### config.mk
export PLATFORM = sky130hd
export DESIGN_NAME = uart_rxr
export DESIGN_NICKNAME = d
export VERILOG_FILES = /design/src/rtl/uart_pkg.sv /design/src/rtl/uart_sync_2ff.sv /design/src/rtl/uart_rxr.sv
export SDC_FILE = /design/constraint.sdc
export NUM_CORES = 1
export LEC_CHECK = 0
export CORE_MARGIN = 10
export CORE_UTILIZATION = 50
export CTS_CLUSTER_SIZE = 25
export DETAILED_ROUTE_END_ITERATION = 8
export PLACE_DENSITY_LB_ADDON = 0.05
export SKIP_CTS_REPAIR_TIMING = 1
export SLEW_MARGIN = 20
export SYNTH_ARGS = -nofsm -noshare
export SYNTH_HDL_FRONTEND = slang
export SYNTH_SLANG_ARGS = --single-unit
### constraint.sdc
create_clock -name i_clk -period 3.45 [get_ports i_clk]
set_input_delay 0.345 -clock i_clk [delete_from_list [all_inputs] [get_ports i_clk]]
set_output_delay 0.345 -clock i_clk [all_outputs]
set_load 0.05 [all_outputs]
### src/rtl/uart_pkg.sv
// uart_pkg: definitions shared by the UART transmitter and receiver.
//   uart_state_t     - FSM state encoding (same names on both sides)
//   CLKS_PER_BIT_DEF - default clock cycles per serial bit
//   DATA_BITS        - data bits per frame (8N1)
//   STOP_BITS        - stop bits per frame
package uart_pkg;

    typedef enum logic [2:0] {
        IDLE,
        START,
        DATA,
        STOP,
        CLEANUP,
        BREAK_WAIT
    } uart_state_t;

    localparam int CLKS_PER_BIT_DEF = 434;
    localparam int DATA_BITS        = 8;
    localparam int STOP_BITS        = 1;

endpackage

### src/rtl/uart_sync_2ff.sv
// uart_sync_2ff: two-flop synchronizer for an asynchronous single-bit input.
//   RST_VAL - value both flops take during reset (the idle level of the pin)
//   i_clk   - destination clock
//   i_rst   - asynchronous active-high reset
//   i_d     - asynchronous input
//   o_q     - synchronized output, two i_clk edges behind i_d
module uart_sync_2ff #(
    parameter logic RST_VAL = 1'b1
) (
    input  logic i_clk,
    input  logic i_rst,
    input  logic i_d,
    output logic o_q
);

    logic r_meta;
    logic r_sync;

    always_ff @(posedge i_clk or posedge i_rst) begin
        if (i_rst) begin
            r_meta <= RST_VAL;
            r_sync <= RST_VAL;
        end else begin
            r_meta <= i_d;
            r_sync <= r_meta;
        end
    end

    assign o_q = r_sync;

endmodule

### src/rtl/uart_rxr.sv
// uart_rxr: 8N1 UART receiver, LSB first, single clock domain.
//   CLKS_PER_BIT    - clock cycles per serial bit (4..1023)
//   i_clk           - system clock, rising edge
//   i_rst           - asynchronous active-high reset
//   i_dataline      - serial input, idles high, asynchronous to i_clk
//   o_byte          - last correctly framed byte, held until the next one
//   o_data_valid    - one-cycle pulse when o_byte updates
//   o_framing_error - one-cycle pulse when the stop bit is sampled low
//   o_busy          - high whenever the FSM is not in IDLE
module uart_rxr
    import uart_pkg::*;
#(
    parameter int CLKS_PER_BIT = CLKS_PER_BIT_DEF
) (
    input  logic       i_clk,
    input  logic       i_rst,
    input  logic       i_dataline,
    output logic [7:0] o_byte,
    output logic       o_data_valid,
    output logic       o_framing_error,
    output logic       o_busy
);

    localparam int            CW     = $clog2(CLKS_PER_BIT);
    localparam logic [CW-1:0] C_LAST = CW'(CLKS_PER_BIT - 1);
    localparam logic [CW-1:0] C_HALF = CW'((CLKS_PER_BIT - 1) / 2);
    localparam logic [2:0]    B_LAST = 3'(DATA_BITS - 1);

    if (CLKS_PER_BIT < 4 || CLKS_PER_BIT > 1023) begin : g_bad_cpb
        $error("uart_rxr: CLKS_PER_BIT must be in 4..1023");
    end
    if (DATA_BITS != 8 || STOP_BITS != 1) begin : g_bad_frame
        $error("uart_rxr: only 8N1 framing is implemented");
    end

    uart_state_t   r_state;
    uart_state_t   w_next;
    logic [CW-1:0] r_clk_ctr;
    logic [2:0]    r_bit_ctr;
    logic [7:0]    r_shift;
    logic [7:0]    r_byte;
    logic          r_valid;
    logic          r_ferr;

    logic w_rx;
    logic w_ctr_clr;
    logic w_ctr_inc;
    logic w_sample;
    logic w_load;
    logic w_ferr;

    // Sync flops reset to the idle level, so a reset never looks like a start edge
    // unless the line is genuinely low afterwards.
    uart_sync_2ff #(.RST_VAL(1'b1)) u_sync (
        .i_clk (i_clk),
        .i_rst (i_rst),
        .i_d   (i_dataline),
        .o_q   (w_rx)
    );

    always_comb begin
        w_next    = r_state;
        w_ctr_clr = 1'b0;
        w_ctr_inc = 1'b0;
        w_sample  = 1'b0;
        w_load    = 1'b0;
        w_ferr    = 1'b0;
        case (r_state)
            IDLE: begin
                if (!w_rx) begin
                    w_next    = START;
                    w_ctr_clr = 1'b1;
                end
            end
            START: begin
                // Re-check the line in mid start bit; a high here was a glitch.
                if (r_clk_ctr == C_HALF) begin
                    w_ctr_clr = 1'b1;
                    w_next    = w_rx ? IDLE : DATA;
                end else begin
                    w_ctr_inc = 1'b1;
                end
            end
            DATA: begin
                if (r_clk_ctr == C_LAST) begin
                    w_ctr_clr = 1'b1;
                    w_sample  = 1'b1;
                    if (r_bit_ctr == B_LAST) w_next = STOP;
                end else begin
                    w_ctr_inc = 1'b1;
                end
            end
            STOP: begin
                if (r_clk_ctr == C_LAST) begin
                    w_ctr_clr = 1'b1;
                    if (w_rx) begin
                        w_load = 1'b1;
                        w_next = CLEANUP;
                    end else begin
                        w_ferr = 1'b1;
                        w_next = BREAK_WAIT;
                    end
                end else begin
                    w_ctr_inc = 1'b1;
                end
            end
            CLEANUP:    w_next = IDLE;
            // Hold off until the line returns high so a break is one error, not many.
            BREAK_WAIT: if (w_rx) w_next = IDLE;
            default:    w_next = IDLE;
        endcase
    end

    always_ff @(posedge i_clk or posedge i_rst) begin
        if (i_rst) begin
            r_state <= IDLE;
        end else begin
            r_state <= w_next;
        end
    end

    always_ff @(posedge i_clk or posedge i_rst) begin
        if (i_rst) begin
            r_clk_ctr <= '0;
            r_bit_ctr <= '0;
            r_shift   <= '0;
            r_byte    <= '0;
            r_valid   <= 1'b0;
            r_ferr    <= 1'b0;
        end else begin
            if (w_ctr_clr)      r_clk_ctr <= '0;
            else if (w_ctr_inc) r_clk_ctr <= r_clk_ctr + CW'(1);
            if (w_sample) begin
                r_shift[r_bit_ctr] <= w_rx;
                r_bit_ctr          <= r_bit_ctr + 3'd1;
            end
            if (w_load) r_byte <= r_shift;
            r_valid <= w_load;
            r_ferr  <= w_ferr;
        end
    end

    assign o_byte          = r_byte;
    assign o_data_valid    = r_valid;
    assign o_framing_error = r_ferr;
    assign o_busy          = (r_state != IDLE);

endmodule

==> summary.md <==
| Metric | Value |
|---|---|
| Most common cell after layout, fill and taps aside | `dfrtp_1` |
| TNS Setup | `0 ns` |
| Worst reg-to-reg setup slack | `1.24 ns` |
| Post-synth EDFFs | `0` |
| GP Congestion | `about 0.84` |
| Clock-pin slew on the worst setup and hold paths | `0.07 ns` |
| Period utilization | `around two thirds` |
| Area of the core | `~3600 µm²` |
| Cell chain of the critical path | `or3_1 > clkdlybuf4s50_1` |
| Post-Syn Instances | `156` |
| Post-synth ARST share | `100%` |
| Port Buffers | `13` |
| First-pass GRT wire length | `around 6200 µm` |
| Hold Path Depth | `0` |
| IO Pins | `14` |
| Max_cap viols | `0` |
| Largest net degree at the start of global routing | `36` |
| P&R area growth vs syn | `14.2%` |
| Clock power frac | `47.1%` |
| Syn Area/Cell | `11.8 µm²` |
| Min-delay worst type | `register to register` |
| Status | `completed` |
| Non-Filler Instances | `roughly 220` |
| Max Slew Vio Count | `0` |
| Vias after detailed routing | `~1300` |
| Maximum vdd drop | `253 µV` |
| Post-synth cell types | `49` |
| Final setup fails | `0` |
| Root buffer cell | `clkbuf_8` |
| P_int | `~650 µW` |
| Die area | `6520 µm²` |
| Critical Path Max Stage Delay | `0.70 ns` |
| PwrDens | `382 nW/µm²` |
| Max clock buf depth | `2` |
| Combinational Power Share | `1.4%` |
| Ys flop type | `dfrtp_1` |
| Hpwl dp | `~2500 µm` |
| Gr usage total | `12.3%` |
| Worst slew pin tran | `0.644 ns` |
| Synth Warn # | `0` |
| Initial DRC count | `60` |
| Power Total | `806 µW` |
| Worst Reg-to-Reg Cells | `6` |
| H-tree levels | `2` |
| Starting density of the core | `51.2%` |
| Die height | `80.8 µm` |
| Psw | `~160 µW` |
| Worst Hold End | `u_sync.o_q` |
| Final Hold Vio Count | `0` |
| Area of the mapped netlist | `between 1500 and 2000 µm²` |
| Num CTS Buffers | `5` |
| CP arrival | `between 1.5 and 2 ns` |
| Seq pwr share | `51.5%` |
| Fin nets | `177` |
| Met3 usage | `4.42%` |
| Leak | `0.916 nW` |
| Tmin final | `2.29 ns` |
| Crit Path Max Fanout | `13` |
| Sink Count | `35` |
| Max_slew headroom | `between 50% and 60%` |
| Switching share of power | `approximately 19%` |
| Seq/Total Area, Yosys | `a little under half` |
| WL final | `roughly 3600 µm` |
| Rows | `22` |
| Hold Path Origin | `u_sync.r_meta` |
| Slowest cell on crit path | `clkdlybuf4s50_1` |
| DR DRC count | `0` |
| Share of layout cells above drive strength 1 | `18.8%` |
| Post-route ant nets | `0` |
| Gr busiest metal | `met2` |
| Setup Crit Path Kind | `register to output pin` |
| Met2 Usage GRT | `between 20% and 30%` |
| CTS tree | `yes` |
| Crit. End Element | `output pin` |
| Critical Path Source | `r_state[0]` |
| FF-to-FF End | `r_shift[1]` |
| Initial antenna violation count | `0` |
| Overflow after GRT | `0` |
| Final Skew | `0.00450 ns` |
| Syn nets | `~160` |
| Fmax | `437 MHz` |
| Met1 Track Usage GR | `11.9%` |
| Number of global-route vias before repair | `1351` |
| Worst-Skew Late Latency | `0.28 ns` |
| FF-to-FF Start | `r_clk_ctr[1]` |
| Wire length per cell | `16.4 µm` |
| Drt pass-1 iters | `4` |
| Most frequent cells in the layout | `dfrtp_1, clkdlybuf4s50_1, mux2_2` |
| Worst EP required | `3.11 ns` |
| Ant diodes | `0` |
| Die width | `between 80 and 90 µm` |
| Placed cells | `between 200 and 250` |
| CP startpoint kind | `register` |
| FF+latch count, synth | `35` |
| Mean number of vias per cell | `5.98` |
| Unrepaired setup endpoints after global routing | `false` |
## registers in the layout, summed over array words and instances (netlist names)
register,cells
o_data_valid,1
o_framing_error,1
r_state,3
o_byte,8
r_bit_ctr,3
r_clk_ctr,9
u_sync.o_q,1
r_shift,8
u_sync.r_meta,1
## synthesized netlist by cell type, types with 2 or more instances
library cell	instances	area, µm²
ha_1	5	62.6
nand3_1	4	20.0
mux2_1	7	78.8
clkbuf_1	2	7.51
dfrtp_1	33	826
nand4b_1	4	35.0
nor3b_1	2	15.0
nand2_1	4	15.0
nor2_1	10	37.5
nand2b_1	3	18.8
o211ai_1	2	15.0
xor2_1	2	17.5
o21a_1	3	22.5
dfstp_2	2	52.6
nor3_2	2	20.0
a21oi_1	6	30.0
inv_1	4	15.0
o211a_1	2	20.0
nand4_1	3	18.8
buf_2	2	10.0
xnor2_1	2	17.5
o21ai_0	5	25.0
and4bb_2	3	37.5
or3_1	2	12.5
nor3_1	4	20.0
mux2_2	11	124
buf_6	2	22.5
nor4_1	4	25.0
## final cells by class
| cell class | count | area, µm² |
|---|---|---|
| clock inverter | 2 | 35.0 |
| inverter | 4 | 15.0 |
| tap | 48 | 60.1 |
| fill | 313 | 1500 |
| clock buffer | 6 | 82.6 |
| timing repair buffer | 14 | 138 |
| multi-input combinational | 109 | 901 |
| sequential | 35 | 878 |
## metal layers
layer / wire length, µm / part of all wire, %
met4: 82 / 2.3
met1: 1390 / 39
met3: 164 / 4.6
met2: 1930 / 54
met5: 0 / 0
## stage by stage
step / hold WS [ns] / setup WS, ns / util, % / cell area [µm²]
after floorplan: 0.345 / 1.57 / - / 1850
after global placement: 0.346 / 1.34 / 55.2 / 1990
after detailed placement: 0.347 / 1.25 / 55.2 / 1990
after CTS: 0.358 / 1.14 / 58.5 / 2110
after global routing: 0.364 / 1.08 / 58.5 / 2110
final: 0.356 / 1.16 / 58.5 / 2110
## how the worst max path moves through the flow
stage                 endpoint  slack, ns  depth (start not counted)
CTS                     o_busy       1.14                          2
global placement    r_shift[1]       1.34                          6
detailed placement  r_shift[1]       1.25                          6
finish                  o_busy       1.16                          2
floorplan           r_shift[1]       1.57                          7
global route            o_busy       1.08                          2
## logic make-up after synthesis
| family | share of synthesized area, % |
|---|---|
| and+or+nand+nor | 22.0 |
| DFF | 47.6 |
| AOI/OAI and AO/OA | 10.6 |
| muxes | 11.0 |
| buffers and inverters | 3.66 |
| adders and majority gates | 3.39 |
| xor gates and xnor gates | 1.90 |
## critical path, delay by kind of cell, from the launching register on
| kind | cells | cell delay (ns) |
|---|---|---|
| flip-flops | 1 | 0.53 |
| AND/OR/NAND/NOR | 1 | 0.42 |
| buffers and inverters | 1 | 0.70 |
## power groups by stage
stage	logic [mW]	clock network [mW]	registers [mW]
after floorplan	0.00789	0	0.421
after global placement	0.0120	0	0.423
after detailed placement	0.0124	0	0.423
after CTS	0.0124	0.389	0.415
after global routing	0.0133	0.407	0.415
final	0.0116	0.379	0.415
Power figures use the tool's default switching activity.
==> edit (same flow settings) <==
Register the input `i_dataline` before use, without a reset. The logic sees it one clock later.
--- a/src/rtl/uart_rxr.sv
+++ b/src/rtl/uart_rxr.sv
@@ -27,2 +27,8 @@
     localparam logic [2:0]    B_LAST = 3'(DATA_BITS - 1);
+
+    logic i_dataline_q;
+
+    always_ff @(posedge i_clk) begin
+        i_dataline_q <= i_dataline;
+    end
 
@@ -56,3 +62,3 @@
         .i_rst (i_rst),
-        .i_d   (i_dataline),
+        .i_d   (i_dataline_q),
         .o_q   (w_rx)
Function: changed (Yosys sat finds a counterexample within 4 cycles, from zero or initial values and one cycle with i_rst high).
==> edit against the original RTL <==
- sequential cell count grew 1
- total power increased by 4.0%
- core utilization is 0.073 points higher
- hold slack worse by 0.058 ns
- cell area increased by 0.89%
- die area increased by 0.51%
- global-route usage fell by 0.22 points
- final cell count increased by 0.92%
- synthesized area is 0.68% higher
- clock skew rose by 0.0027 ns
- wire length fell by 0.93%
- critical endpoint unchanged
- critical path type unchanged
- synthesized cell count is 1.3% higher
- worst setup slack worse by 0.021 ns
==> edit: results (changes against the original RTL) <==
Run status
  – Status: completed (unchanged)

Synthesis
  – Synth unique cells: 52 (was 49)
  – Post-synth ARST share: 97.2% (was 100%)
  – Synthesized Nets: 166 (was 164)
  – Register area share after synthesis: 48.3% (was 47.6%)
  – Synth area leaders: dfrtp_1 (44%), mux2_1 (7.9%), ha_1 (3.4%) (was dfrtp_1 (45%), mux2_2 (6.7%), mux2_1 (4.3%))
  – Commonest cells in the netlist: dfrtp_1 (33), mux2_1 (13), nor2_1 (10) (was dfrtp_1 (33), mux2_2 (11), nor2_1 (10))
  – Adder-Cell Fraction of Synth Area: 3.36% (was 3.39%)
  – Xor and xnor fraction of the mapped netlist area: 1.88% (was 1.90%)
  – Synth Area in Compound Gates: 10.2% (was 10.6%)
  – Mux contribution to synthesized area: 10.9% (was 11.0%)

GRT
  – Pin count of the biggest net entering global routing: 36 (unchanged)
  – First-pass GRT wire length: 6220 um (about the same)
  – Vias in the first global route: 1365 (was 1351)
  – GRT Util Overall: 12.0% (was 12.3%)
  – Grt ovf: 0 (unchanged)

Place
  – PortBufs: 13 (unchanged)
  – Post-DP HPWL: 2490 um (was 2510 um)
  – RD Place Congestion: 0.829 (was 0.836)
  – Placed cell areas: 2000 um2 (was 1990 um2)

Route
  – Starting DRT DRC Count: 53 (was 60)
  – Vias per Instance: 5.85 (was 5.98)
  – Final WL: 3530 um (was 3570 um)

Clock tree
  – Htree depth: 2 (unchanged)
  – Total CTS buffers: 5 (unchanged)

Timing
  – Rel. slew slack: 56.9% (about the same)
  – Skew final: 0.00724 ns (was 0.00450 ns)

Setup path
  – WP data arrival: 1.96 ns (was 1.94 ns)
  – FF-to-FF Start: r_clk_ctr[1] (unchanged)
  – Cell family with most CP delay: buffers and inverters (unchanged)
  – Critical Path Fanout Max: 15 (was 13)
  – Setup crit start: r_state[0] (unchanged)

Layout
  – Number of flip-flops in the largest register: 9 (unchanged)
  – Area of the multi-input gates: 891 um2 (was 901 um2)
  – Filler instances: 349 (was 313)
  – Nets: 179 (was 177)
  – Layout cells sized above 1: 13.4% (was 18.8%)

Power and ir drop
  – Maximum resistive drop on vdd: 0.267 mV (was 0.253 mV)
  – Pleak: 0.942 nW (was 0.916 nW)
edit: worst min path at each step:
stage                     to          from  cells past startpoint  slack (ns)
2_1_floorplan  u_sync.r_meta  i_dataline_q                      0        0.28
3_3_place_gp   u_sync.r_meta  i_dataline_q                      0        0.29
3_5_place_dp   u_sync.r_meta  i_dataline_q                      0        0.29
4_1_cts        u_sync.r_meta  i_dataline_q                      0        0.30
5_1_grt        u_sync.r_meta  i_dataline_q                      0        0.30
6_report       u_sync.r_meta  i_dataline_q                      0        0.30
edit: cells by family after synthesis:
family,after synthesis
flops,36
buf+inv,12
mux,18
fa+ha+maj,5
compound gates,28
simple gates,55
xor+xnor,4
edit: metrics by stage:
| step | hold slack [ns] | std cells | worst slack, ns |
|---|---|---|---|
| floorplan | 0.284 | 158 | 1.59 |
| global route | 0.303 | 220 | 1.08 |
| finish | 0.297 | 220 | 1.14 |
| global placement | 0.292 | 212 | 1.33 |
| detailed placement | 0.288 | 212 | 1.27 |
| CTS | 0.302 | 220 | 1.13 |
edit: where the power goes:
part	leakage [nW]	internal [mW]	total (mW)	switching [mW]
Sequential	0.476	0.425	0.427	0.00241
Clock	0.0645	0.255	0.399	0.144
Combinational	0.401	0.00329	0.0118	0.00854
edit: metal layers:
metal  part of all wire, %  global-route usage (%)  routed length [um]
met4                  0.34                    4.50                  12
met3                   5.0                    4.30                 175
met5                     0                       0                   0
met1                    44                    13.8                1550
met2                    51                    20.3                1800
edit: area by class of cell:
class                      instances  share of cell area [%]
clock buffer                       7                    4.53
multi-input combinational        110                    41.9
tap                               48                    2.82
sequential                        36                    42.2
inverter                           4                   0.705
clock inverter                     1                    1.41
timing repair buffer              14                    6.47
